**src/rtl/shake_block_loader.sv**
```systemverilog
// shake_block_loader: packs a 64-bit MSB-first word stream into 1088-bit rate blocks with bit length and final flag
module shake_block_loader #(
  parameter int RATE = 1088,
  parameter int W = 64
) (
  input  logic            clk,
  input  logic            rst,
  input  logic            in_valid,
  output logic            in_ready,
  input  logic [W-1:0]    in_data,
  input  logic            in_last,
  input  logic [6:0]      in_bits,
  output logic            blk_valid,
  input  logic            blk_ready,
  output logic [RATE-1:0] blk_data,
  output logic [10:0]     blk_length,
  output logic            blk_final
);
  localparam int NWORDS = RATE / W;
  localparam logic [4:0] LAST = 5'(NWORDS - 1);
  typedef enum logic {FILL, HOLD} state_t;
  state_t state;
  logic [4:0] word_cnt;
  logic [6:0] eff;
  logic [W-1:0] mask;
  logic [10:0] len_acc, lane_top;
  always_comb begin
    eff = in_last ? (in_bits > 7'd64 ? 7'd64 : in_bits) : 7'd64;
    mask = ~({W{1'b1}} >> eff);
    len_acc = 11'(W) * {6'b0, word_cnt} + {4'b0, eff};
    lane_top = 11'(RATE - 1) - 11'(W) * {6'b0, word_cnt};
  end
  // blk_data doubles as the assembly buffer; it is frozen while in HOLD
  always_ff @(posedge clk or posedge rst) begin
    if (rst) begin
      state <= FILL;
      word_cnt <= '0;
      blk_data <= '0;
      blk_valid <= 1'b0;
      blk_length <= '0;
      blk_final <= 1'b0;
      in_ready <= 1'b1;
    end else if (state == FILL) begin
      if (in_valid && in_ready) begin
        blk_data[lane_top -: W] <= in_data & mask;
        if (in_last || word_cnt == LAST) begin
          state <= HOLD;
          in_ready <= 1'b0;
          blk_valid <= 1'b1;
          blk_final <= in_last;
          blk_length <= in_last ? len_acc : 11'(RATE);
        end else word_cnt <= word_cnt + 5'd1;
      end
    end else if (blk_ready) begin
      state <= FILL;
      word_cnt <= '0;
      blk_data <= '0;
      blk_valid <= 1'b0;
      blk_length <= '0;
      blk_final <= 1'b0;
      in_ready <= 1'b1;
    end
  end
endmodule

```
**config.mk**
```make
export PLATFORM = sky130hd
export DESIGN_NAME = shake_block_loader
export DESIGN_NICKNAME = d
export VERILOG_FILES = /design/src/rtl/shake_block_loader.sv
export SDC_FILE = /design/constraint.sdc
export NUM_CORES = 2
export LEC_CHECK = 0
export ABC_AREA = 1
export CAP_MARGIN = 20
export CORE_AREA = 8 8 453 455
export CTS_BUF_LIST = sky130_fd_sc_hd__clkbuf_8
export DETAILED_ROUTE_END_ITERATION = 12
export DIE_AREA = 0 0 461 463
export GPL_ROUTABILITY_DRIVEN = 0
export SYNTH_ARGS = -nofsm -noshare
export SYNTH_HDL_FRONTEND = slang
export SYNTH_SLANG_ARGS = --single-unit
```
**constraint.sdc**
```tcl
create_clock -name clk -period 35.1 [get_ports clk]
set_input_delay 7.02 -clock clk [delete_from_list [all_inputs] [get_ports clk]]
set_output_delay 7.02 -clock clk [all_outputs]
set_load 0.01 [all_outputs]
```
==> results.ini <==
[timing]
drv_slew = 0
worst_pin_slew_ns = 1.220
skew_ns = 0.04529
fmax_mhz = 92.24
finalHoldViolCount = 0
rsz0062_at_grt = false
post-route-min-period_ns = 10.84
setup_viol = 0
relSlewSlack_pct = 18.57
tns_ns = 0
finalCritPeriodShare_pct = 30.89

[synth]
synth_edf_count = 0
async_flop_share_pct = 100.0
yosys.cell_count.top_type = nand2_1
syn-num-nets = 5116
synthesis.area_um2 = 44600
ys_types = 41
ys_ff_latch = 1108
synth_common_cells = 2040 x nand2_1, 1107 x dfrtp_1, 463 x o21ai_0, 312 x nand3_1, 219 x nor2_1
yosysSeqAreaShare_pct = 62.17
synth_area_leaders = dfrtp_1 62%, nand2_1 17%, o21ai_0 5.2%
synth_ff_type = dfrtp_1
synth_area_per_cell_um2 = 8.865
synth_area_leader_cell = dfrtp_1
synth-warning-count = 0
synth_top_area_share_pct = 62.11
synth_cells = 5031

[clocking]
root_buffer = clkbuf_8
htreeDepth = 4
cts.sinks = 1108
cts_tree = built
cts_resized = 0
postCtsSetupRepairBufs = 0
clk_pin_slew_worst_paths_ns = 0.06
cts_buffers = 197
hold_buffers = 0
clockBufferDepth = 3
insertion_delay_ns = 1.01

[cells_and_area]
num-fill-cells = 20830
final_area_um2 = 63920
fin_util_pct = 32.25
final_nets = 6285
area_growth_pct = 43.33
drive_gt1_share_pct = 8.109

[setup_path]
path_buf_inv = 7
crit_path_frequent_cell = buf_4
path_cells = clkdlybuf4s50_1, clkinvlp_4, buf_4, buf_4, buf_4, buf_4, buf_4
critPathMaxStageDelay_ns = 0.85
slowest_stage = buf_4
crit_required_ns = 36.05
start_kind = input port
cp_top_family = buffers and inverters
r2r_slack_ns = 29.00
path_max_fanout = 77
critPathKind = in2async
critical_path_arrival_ns = 11.79
cp-end-kind = asynchronous set/reset pin

[route]
ant_nets = 0
firstDrtPassIters = 6
drt-initial-drc-count = 4492
wire_per_inst_um = 33.21
drt_wl_total_um = 300500
num_vias = 44010
via_per_inst = 4.864
drc = 0

[pwr]
ir_drop_uv = 60.77
leakage_nw = 29.09
cellPowerDensity_nw_per_um2 = 66.70

[placement]
dpl.hpwl_um = 223100
place.port_buffers = 1177
dpl_cell_area_um2 = 59440

[run]
maxCapViolations = 0

[global_route]
antenna_found_initial = 86
grt_pass1_wl_um = 397700
grt_usage_pct = 26.97
grt_max_degree = 139
grt-ovfl-total = 0
grt_pass1_vias = 43740

[floorplanning]
dieWidth_um = 461
std_cell_rows = 164
die_y_um = 463
initial_utilization_pct = 22.50
core_area_um2 = 198200
dieArea_um2 = 213400
ioPinCount = 1178

[run_status]
status = finished, final reports clean

[min_path]
hp-class = reg2reg

kinds of logic (layout without fill, tap and decap cells):
group | count (synthesis) | count (layout) | share of synthesized area, %
flops | 1108 | 1108 | 62.17
xor+xnor | 3 | 3 | 0.05892
simple gates | 2771 | 2771 | 25.52
other cells | 0 | 41 | 0
fa+ha+maj | 9 | 9 | 0.2525
compound gates | 693 | 693 | 7.841
buf+inv | 447 | 1767 | 4.155
final cells by class:
| type | instances | area (um^2) | area share [%] |
|---|---|---|---|
| diodes | 41 | 102.6 | 0.1605 |
| clock buffers | 245 | 3372 | 5.275 |
| clock inverters | 105 | 848.3 | 1.327 |
| inverters | 126 | 496.7 | 0.7771 |
| multi-input cells | 3476 | 15230 | 23.82 |
| flip-flops and latches | 1108 | 27730 | 43.38 |
| well taps | 2656 | 3323 | 5.199 |
| repair buffers | 1291 | 12820 | 20.06 |
power by group:
| part | internal, mW | total [mW] | switching (mW) |
|---|---|---|---|
| clock | 0.709 | 1.32 | 0.612 |
| combinational | 0.325 | 1.49 | 1.16 |
| sequential | 1.37 | 1.46 | 0.0830 |
state kept, by name, indices dropped and copies added (netlist names):
signal and flops:
blk_data 1088, blk_final 1, blk_length 11, blk_valid 1, in_ready 1, state 1
word_cnt 5
metal layers:
layer	wire, um	up-vias	global-route usage (%)	share of wire [%]
li1	-	18670	-	-
met1	123100	22310	33.90	41
met2	130100	2450	40.70	43
met3	32220	549	10.92	11
met4	14860	26	11.89	4.9
met5	174	-	0	0.058
tightest hold or removal path, delay by kind of cell (launching register included):
family,cells,cell delay (ns)
flip-flops,1,0.34
AND/OR/NAND/NOR,2,0.10
path summary, 6_finish.rpt:
kind | end | startpoint | cells past startpoint
max reg2reg | blk_data[674] | word_cnt[0] | 12
max | blk_data[132] | rst | 7
min in group asynchronous | blk_data[961] | rst | 2
min reg2reg | blk_data[750] | blk_data[750] | 2
min | blk_data[750] | blk_data[750] | 2
max in group clk | blk_data[779] | in_last | 10
through the flow:
| stage | std cells | hold slack [ns] | setup WS, ns | power [mW] |
|---|---|---|---|---|
| finish | 9048 | 0.4704 | 24.26 | 4.264 |
| global route | 9021 | 0.4967 | 23.65 | 4.419 |
| CTS | 9000 | 0.4722 | 24.22 | 4.305 |
| detailed placement | 8650 | 0.4584 | 23.07 | 2.974 |
| global placement | 8639 | 0.4583 | 23.18 | 2.959 |
| floorplan | 5031 | 0.5073 | 12.79 | 2.071 |
cell usage in the layout (no fill, tap or decap), types with 7 or more instances in the layout:
cell type,synthesis,routed
nand2_1,2040,2039
clkdlybuf4s50_1,0,1175
dfrtp_1,1107,1106
o21ai_0,463,462
nand3_1,312,308
clkbuf_8,0,245
o21ai_1,217,217
nor2_1,219,207
inv_1,107,155
nand4_1,113,113
buf_4,10,96
diode_2,0,41
nor3_1,38,31
nor2_4,17,27
inv_2,16,21
clkinv_2,1,20
nor2_2,14,16
bufinv_16,0,10
ha_1,9,8
nor3_2,0,7
clkinvlp_4,0,7
buf_6,0,7
No activity file was read; power rests on OpenSTA's default activity.
